===== config.mk =====
export PLATFORM = sky130hd
export DESIGN_NAME = i2s_rx_frontend
export DESIGN_NICKNAME = d
export VERILOG_FILES = /design/src/rtl/i2s_rx_frontend.sv
export SDC_FILE = /design/constraint.sdc
export NUM_CORES = 1
export LEC_CHECK = 0
export CORE_MARGIN = 3
export CORE_UTILIZATION = 37
export DETAILED_ROUTE_END_ITERATION = 10
export PLACE_DENSITY = 0.56
export REMOVE_ABC_BUFFERS = 1
export SYNTH_ARGS = -nofsm -noshare
export SYNTH_HDL_FRONTEND = slang
export SYNTH_SLANG_ARGS = --single-unit

===== constraint.sdc =====
create_clock -name clk -period 4 [get_ports clk]
set_input_delay 0.8 -clock clk [delete_from_list [all_inputs] [get_ports clk]]
set_output_delay 0.8 -clock clk [all_outputs]
set_load 0.01 [all_outputs]

===== src/rtl/i2s_rx_frontend.sv =====
// ============================================================================
// Module      : i2s_rx_frontend
// Description : I2S slave receiver. Synchronizes sclk/ws/data into the clk
//               domain, frames left/right slots and presents truncated
//               OUT_W-bit stereo samples with a one-clk valid pulse.
//               Optional framing-error reporting (sync_err, err_cnt) is
//               enabled by defining the macro I2S_RX_ERR_CNT_EN.
// Revision    : 1.0 - initial release
// ============================================================================
`timescale 1ns/1ps
`default_nettype none

module i2s_rx_frontend #(
    parameter int SLOT_W    = 24,
    parameter int OUT_W     = 16,
    parameter int SLOT_CLKS = 32
) (
    input  logic             clk,
    input  logic             rst,
    input  logic             i2s_sclk,
    input  logic             i2s_ws,
    input  logic             i2s_data,
    output logic [OUT_W-1:0] lft_out,
    output logic [OUT_W-1:0] rght_out,
    output logic             vld
`ifdef I2S_RX_ERR_CNT_EN
    ,
    output logic             sync_err,
    output logic [7:0]       err_cnt
`endif
);

    localparam logic [5:0] C_SLOT_END = 6'(SLOT_CLKS);
    localparam logic [5:0] C_LSB_IDX  = 6'(SLOT_W + 1);
    localparam logic [5:0] C_MSB_IDX  = 6'd2;

    typedef enum logic [1:0] {
        SYNC  = 2'd0,
        LEFT  = 2'd1,
        RIGHT = 2'd2
    } state_t;

    // Synchronizer chains; all three inputs see identical depth so they stay aligned
    logic [1:0]        r_sclk_sync;
    logic [1:0]        r_ws_sync;
    logic [1:0]        r_data_sync;
    logic              r_sclk_d;

    state_t            r_state;
    logic [5:0]        r_cnt;
    logic              r_ws_prev;
    logic [SLOT_W-1:0] r_left_sh;
    logic [SLOT_W-1:0] r_right_sh;
    logic              r_done;

    logic              w_ws_s;
    logic              w_data_s;
    logic              w_rise;
    logic              w_trans;
    logic [5:0]        w_cnt_inc;
    logic              w_at_end;
    logic              w_bit_slot;
    logic              w_err;

    assign w_ws_s     = r_ws_sync[1];
    assign w_data_s   = r_data_sync[1];
    assign w_rise     = r_sclk_sync[1] & ~r_sclk_d;
    assign w_trans    = w_ws_s ^ r_ws_prev;
    assign w_cnt_inc  = r_cnt + 6'd1;
    assign w_at_end   = (r_cnt == C_SLOT_END);
    // Index of the current rise is the incremented count; MSB sits at index 2
    assign w_bit_slot = (w_cnt_inc >= C_MSB_IDX) && (w_cnt_inc <= C_LSB_IDX);
    // Framing error: ws edge at the wrong place, or slot overran without an edge
    assign w_err      = w_rise && ((r_state == LEFT) || (r_state == RIGHT)) &&
                        (w_trans ? !w_at_end : w_at_end);

    // Two-flop synchronizers plus a delayed sclk copy for rise detection
    always_ff @(posedge clk or posedge rst) begin
        if (rst) begin
            r_sclk_sync <= 2'b00;
            r_ws_sync   <= 2'b00;
            r_data_sync <= 2'b00;
            r_sclk_d    <= 1'b0;
        end else begin
            r_sclk_sync <= {r_sclk_sync[0], i2s_sclk};
            r_ws_sync   <= {r_ws_sync[0], i2s_ws};
            r_data_sync <= {r_data_sync[0], i2s_data};
            r_sclk_d    <= r_sclk_sync[1];
        end
    end

    // Slot framing state machine, rise counter and per-channel shift registers
    always_ff @(posedge clk or posedge rst) begin
        if (rst) begin
            r_state    <= SYNC;
            r_cnt      <= 6'd0;
            r_ws_prev  <= 1'b0;
            r_left_sh  <= '0;
            r_right_sh <= '0;
            r_done     <= 1'b0;
        end else begin
            r_done <= 1'b0;
            if (w_rise) begin
                r_ws_prev <= w_ws_s;
                r_cnt     <= w_trans ? 6'd1 : w_cnt_inc;
                case (r_state)
                    SYNC: begin
                        // Frames only ever start on a left slot
                        if (w_trans && !w_ws_s) begin
                            r_state <= LEFT;
                        end
                    end
                    LEFT: begin
                        if (w_err) begin
                            r_state <= (w_trans && !w_ws_s) ? LEFT : SYNC;
                        end else if (w_trans) begin
                            r_state <= RIGHT;
                        end else if (w_bit_slot) begin
                            r_left_sh <= {r_left_sh[SLOT_W-2:0], w_data_s};
                        end
                    end
                    RIGHT: begin
                        if (w_err) begin
                            // A 1->0 error edge doubles as a fresh left-slot start
                            r_state <= (w_trans && !w_ws_s) ? LEFT : SYNC;
                        end else if (w_trans) begin
                            r_state <= LEFT;
                        end else if (w_bit_slot) begin
                            r_right_sh <= {r_right_sh[SLOT_W-2:0], w_data_s};
                            if (w_cnt_inc == C_LSB_IDX) begin
                                r_done <= 1'b1;
                            end
                        end
                    end
                    default: begin
                        r_state <= SYNC;
                    end
                endcase
            end
        end
    end

    // Output stage: one register after frame completion fixes the latency
    always_ff @(posedge clk or posedge rst) begin
        if (rst) begin
            lft_out  <= '0;
            rght_out <= '0;
            vld      <= 1'b0;
        end else begin
            vld <= r_done;
            if (r_done) begin
                lft_out  <= r_left_sh[SLOT_W-1 -: OUT_W];
                rght_out <= r_right_sh[SLOT_W-1 -: OUT_W];
            end
        end
    end

`ifdef I2S_RX_ERR_CNT_EN
    // Framing-error pulse and saturating error counter
    always_ff @(posedge clk or posedge rst) begin
        if (rst) begin
            sync_err <= 1'b0;
            err_cnt  <= 8'd0;
        end else begin
            sync_err <= w_err;
            if (w_err && (err_cnt != 8'hFF)) begin
                err_cnt <= err_cnt + 8'd1;
            end
        end
    end
`endif

endmodule

`default_nettype wire

* Word-level counts from Yosys, hierarchy flattened
Index checks and enable logic that the tools add are counted.
** Storage, ports and cells
- Register bits after elaboration :: 98
- Bits of input ports :: 5
- Logic and storage cells :: 54
** Operators by class
- Add/subtract/negate cells :: 1
- Magnitude comparators :: 2
- Equal/unequal tests :: 7
- Mux-type cells :: 15
- Bitwise operators :: 5
- Reduce and logical (&&, ||, !) cells :: 11
** Operators by type and width (number)
- 2-bit 2-to-1 mux :: 5
- 5-bit AND reduction :: 2
- 1-bit 2-to-1 mux :: 8
- 6-bit by 1-bit adder with 6-bit output, second input constant :: 1
- 6-bit by 5-bit equality test with 1-bit output, second input constant :: 1
- 6-bit equality test, second input constant :: 1
- 6-bit by 2-bit greater-or-equal comparator with 1-bit output, second input constant :: 1
- 6-bit by 5-bit <= comparator with 1-bit output, second input constant :: 1
- 6-bit 2-to-1 mux :: 1
- 3-bit != test, second input constant :: 2
- 2-bit one-hot mux with 3 select lines :: 1
- 1-bit logical AND :: 4
- 4-bit AND reduction :: 1
- 1-bit inverter :: 3
- 2-bit by 1-bit equality test with 1-bit output, second input constant :: 1
- 2-bit equality test, second input constant :: 1
- 1-bit zero test :: 2
- 2-bit zero test :: 1
- 2-bit != test, second input constant :: 1
- 1-bit AND :: 1
- 1-bit logical OR :: 1
- 1-bit bitwise XOR :: 1

* Longest topological paths before layout
- Depth after elaboration :: 8
- Mapped depth :: 10
- Mapped depth without buffers :: 7

* Worst setup path before layout
OpenSTA, ideal clock, no wires.
- Path type :: register to register
- Start point :: register r_cnt[0]
- End point :: register r_left_sh[0]
- Library setup time :: 0.125 ns
- Data arrival time :: 1.886 ns
- Slack :: 1.989 ns
- Stages on the path, launching flop included :: 10
- Path buffers :: 3
- Period minus slack after synthesis :: 2.011 ns
- Path through :: dfrtp_1 -> buf_4 -> inv_1 -> ha_1 -> a211oi_2 -> a211oi_1 -> and4_1 -> buf_6 -> buf_12 -> mux2_4
** On the way
- Longest elaborated chain between the ends :: 6
- Elaborated cells between the ends (all ways) :: 10
** RTL lines
- start: declaration :: RTL line 50 : logic [5:0] r_cnt;
- start signal: assignment :: RTL line 105 : r_cnt <= w_trans ? 6'd1 : w_cnt_inc;
- parallel branches: the longest is 5 deep, another holds 6-bit by 1-bit adder with 6-bit output
- 5-bit AND reduction (no line) *
- end signal: assignment :: RTL line 119 : r_left_sh <= {r_left_sh[SLOT_W-2:0], w_data_s};
- end: declaration :: RTL line 52 : logic [SLOT_W-1:0] r_left_sh;
Mark *: on every way between the ends.
A chain may end at the register's enable or synchronous reset.

* Worst setup path after layout
- Start point :: register r_cnt[0]
- End point :: register r_right_sh[18]
** On the way
- Longest elaborated chain between the ends :: 6
- Elaborated cells between the ends (all ways) :: 10
** RTL lines
- parallel branches: the longest is 5 deep, another holds 6-bit by 1-bit adder with 6-bit output
- 5-bit AND reduction (no line) *
- end signal: assignment :: RTL line 129 : r_right_sh <= {r_right_sh[SLOT_W-2:0], w_data_s};
- end: declaration :: RTL line 53 : logic [SLOT_W-1:0] r_right_sh;
Marks and branches as above.

==> impl_summary.log <==
INFO  metric placed_area = about 4600 um2
INFO  metric synth_top_flop_cell = sky130_fd_sc_hd__dfrtp_1
INFO  metric timing.critical_path.from_type = register
INFO  metric row_count = 38
INFO  metric final-hold-violation-count = 0
INFO  metric final_design_area_no_fill = 4930 um2
INFO  metric route.detailed.wl_per_inst = 13.9 um
INFO  metric worst_setup_end_kind = register
INFO  metric route.vias.total = approximately 2.2k
INFO  metric cts_hold_buf = 0
INFO  metric number_of_gates_resized_after_cts = 0
INFO  metric clkSinkCount = slightly below 100
INFO  metric critical-path-max-stage-delay = 0.54 ns
INFO  metric total_leakage_power = roughly 2.3 nW
INFO  metric max-vdd-ir-drop = between 200 and 300 uV
INFO  metric ant_nets = 0
INFO  metric placement.io_buffers = 37
INFO  metric syn_area = ~4200 um2
INFO  metric layout-drive-gt1-share = 0.316
INFO  metric fill_cells = 975
INFO  metric grt_setup_unrepaired = no
INFO  metric grt_start_max_net_pins = 62
INFO  metric dr.first_iter.drc_count = 53
INFO  metric timing.fmax = roughly 400 MHz
INFO  metric final_nets = 329
INFO  metric clkLatencyLatePin = ~0.34 ns
INFO  metric totalNegativeSetupSlack = 0 ns
INFO  metric grt_first_pass_wirelength = 11,300 um
INFO  metric die_height = 113 um
INFO  metric postSynthCellCount = 279
INFO  metric clk_root_buffer_cell = sky130_fd_sc_hd__clkbuf_16
INFO  metric crit_chain = ha_1, or3_1, o21ai_0, a211oi_1, and4_1, buf_4, mux2_2
INFO  metric die_x_extent = 113 um
INFO  metric ys_warn_count = 0
INFO  metric critPathKind = register to register
INFO  metric post_synth.cell_area_avg = between 15 and 20 um2
INFO  metric postSynth.asyncResetShare = 1.00
INFO  metric place.gp.congestion = 0.760
INFO  metric tightest_slew = around 0.77 ns
INFO  metric htree_num_levels = 3
INFO  metric critical_path.top_delay_family = flip-flops
INFO  metric drt_drc_violations_left = 0
INFO  metric grt.overflow.total = 0
INFO  metric path_clk_slew = 0.06 ns
INFO  metric finalCritPeriodShare = 0.632
INFO  metric route.final.wire_length = 6420 um
INFO  metric fin_total_pwr = roughly 2.2 mW
INFO  metric worst-path-buf-inv = 1
INFO  metric antenna_found_initial = 0
INFO  metric postSynthRegisterBits = 98
INFO  metric clock_tree_buffer_depth = 2
INFO  metric hold_class = register to register
INFO  metric area_grow_syn2layout = 16.6%
INFO  metric worst-endpoint-required = 4.22 ns
INFO  metric final.min_clock_period = 2.53 ns
INFO  metric number_of_buffers_added_by_the_clock_tree_synthesis_step = 9
INFO  metric cp_max_fo = 24
INFO  metric synth_enable_flop_cells = 0
INFO  metric finalSetupViolCount = 0
INFO  metric worst_ep_arrival_time = 2.75 ns
INFO  metric grt_pass1_vias = between 2k and 2.5k
INFO  metric die_area = 12,700 um2
INFO  metric skew = 0.00507 ns
INFO  metric cts_tree = built
INFO  metric post_synth_num_cell_types = 38
INFO  metric run_status = completed
INFO  metric slew_viol_final = 0
INFO  metric detailedPlacementHpwl = 4140 um
INFO  metric initial_core_util = 0.385
INFO  metric slew-limit-headroom = 0.486
INFO  metric critical-path-slowest-cell = sky130_fd_sc_hd__dfrtp_1
INFO  metric design.core.area = 11,000 um2
INFO  metric layout_commonest_cell = sky130_fd_sc_hd__dfrtp_1
INFO  metric max-cap-violations = 0
INFO  metric cellPowerDensity = 444 nW/um2
INFO  metric drt_pre_antenna_iters = 4
INFO  metric insertedDiodeCount = 0
INFO  metric mostFrequentLayoutCells = sky130_fd_sc_hd__dfrtp_1, sky130_fd_sc_hd__mux2_4, sky130_fd_sc_hd__mux2_2
INFO  metric boundaryPins = 38
INFO  metric seq_area_frac_synth = 0.580
INFO  metric detail_route.vias_per_cell = 4.82
INFO  metric globalRouteTotalUtil = 0.110
INFO  metric cts.repair_timing.setup_buffer_count = 0
==> kinds of logic after synthesis <==
family / count (synthesis) / share of synthesized area
compound gates: 22 / 0.0370
xor+xnor: 3 / 0.00622
fa+ha+maj: 9 / 0.0266
buf+inv: 25 / 0.0491
flops: 98 / 0.580
mux: 80 / 0.249
simple gates: 42 / 0.0524
==> final timing paths <==
kind | start | endpoint | slack, ns | cells past startpoint
min in group asynchronous | rst | r_left_sh[10] | 0.96 | 2
max in group asynchronous | rst | lft_out[14] | 2.37 | 3
worst min-delay path | r_ws_sync[0] | r_ws_sync[1] | 0.35 | 0
worst max-delay path | r_cnt[0] | r_right_sh[18] | 1.47 | 7
worst max register to register | r_cnt[0] | r_right_sh[18] | 1.47 | 7
worst min register to register | r_ws_sync[0] | r_ws_sync[1] | 0.35 | 0
==> where the power goes <==
part | switching [mW] | leakage [nW] | total [mW] | internal [mW]
Sequential | 0.0591 | 1.34 | 1.10 | 1.04
Combinational | 0.135 | 0.837 | 0.265 | 0.130
Clock | 0.341 | 0.138 | 0.825 | 0.483
Total | 0.535 | 2.31 | 2.19 | 1.65
==> flip-flops by register name, summed over array words and instances, names as in the netlist <==
register,flops
r_right_sh,24
r_ws_sync,2
r_done,1
vld,1
r_data_sync,2
r_ws_prev,1
r_cnt,6
r_sclk_sync,2
r_sclk_d,1
lft_out,16
rght_out,16
r_state,2
r_left_sh,24
==> metal layers <==
| layer | part of all wire | GRT usage |
|---|---|---|
| met3 | 0.040 | 0.0358 |
| met4 | 0.010 | 0.0409 |
| met2 | 0.44 | 0.161 |
| met5 | 0 | 0 |
| met1 | 0.50 | 0.153 |
==> area by class of cell <==
cell class | count | area [um2] | share of cell area
Inverter | 8 | 32.5 | 0.00660
Sequential cell | 98 | 2450 | 0.498
Clock buffer | 13 | 240 | 0.0487
Clock inverter | 3 | 40.0 | 0.00812
Multi-Input combinational cell | 156 | 1570 | 0.318
Tap cell | 140 | 175 | 0.0355
Timing Repair Buffer | 42 | 420 | 0.0853
==> worst reg2reg max path: stages (launching register included) <==
cell                       delay, ns
sky130_fd_sc_hd__dfrtp_1        0.54
sky130_fd_sc_hd__ha_1           0.36
sky130_fd_sc_hd__or3_1          0.14
sky130_fd_sc_hd__o21ai_0        0.08
sky130_fd_sc_hd__a211oi_1       0.28
sky130_fd_sc_hd__and4_1         0.24
sky130_fd_sc_hd__buf_4          0.38
sky130_fd_sc_hd__mux2_2         0.39
==> metrics by stage <==
step	worst slack, ns	std cells	hold WS, ns	utilization
after floorplan	0.638	262	0.331	-
after global placement	1.58	444	0.335	0.423
after detailed placement	1.50	444	0.342	0.423
after CTS	1.49	460	0.356	0.449
after global routing	1.28	460	0.362	0.449
final	1.47	460	0.353	0.449
==> synthesized netlist by cell type, types with 3 or more instances <==
cell type,number,share of area
sky130_fd_sc_hd__nand2_1,14,0.012
sky130_fd_sc_hd__clkbuf_1,3,0.0027
sky130_fd_sc_hd__inv_1,8,0.0071
sky130_fd_sc_hd__nor3_1,3,0.0036
sky130_fd_sc_hd__dfrtp_1,98,0.58
sky130_fd_sc_hd__mux2_4,40,0.14
sky130_fd_sc_hd__buf_12,4,0.019
sky130_fd_sc_hd__nor2b_1,3,0.0044
sky130_fd_sc_hd__o21ai_0,8,0.0095
sky130_fd_sc_hd__mux2_2,40,0.11
sky130_fd_sc_hd__and4_1,3,0.0062
sky130_fd_sc_hd__buf_6,6,0.016
sky130_fd_sc_hd__buf_1,3,0.0027
sky130_fd_sc_hd__ha_1,9,0.027
sky130_fd_sc_hd__nor2_1,5,0.0044
sky130_fd_sc_hd__nand3_1,5,0.0059
(Power assumes the default switching activity.)
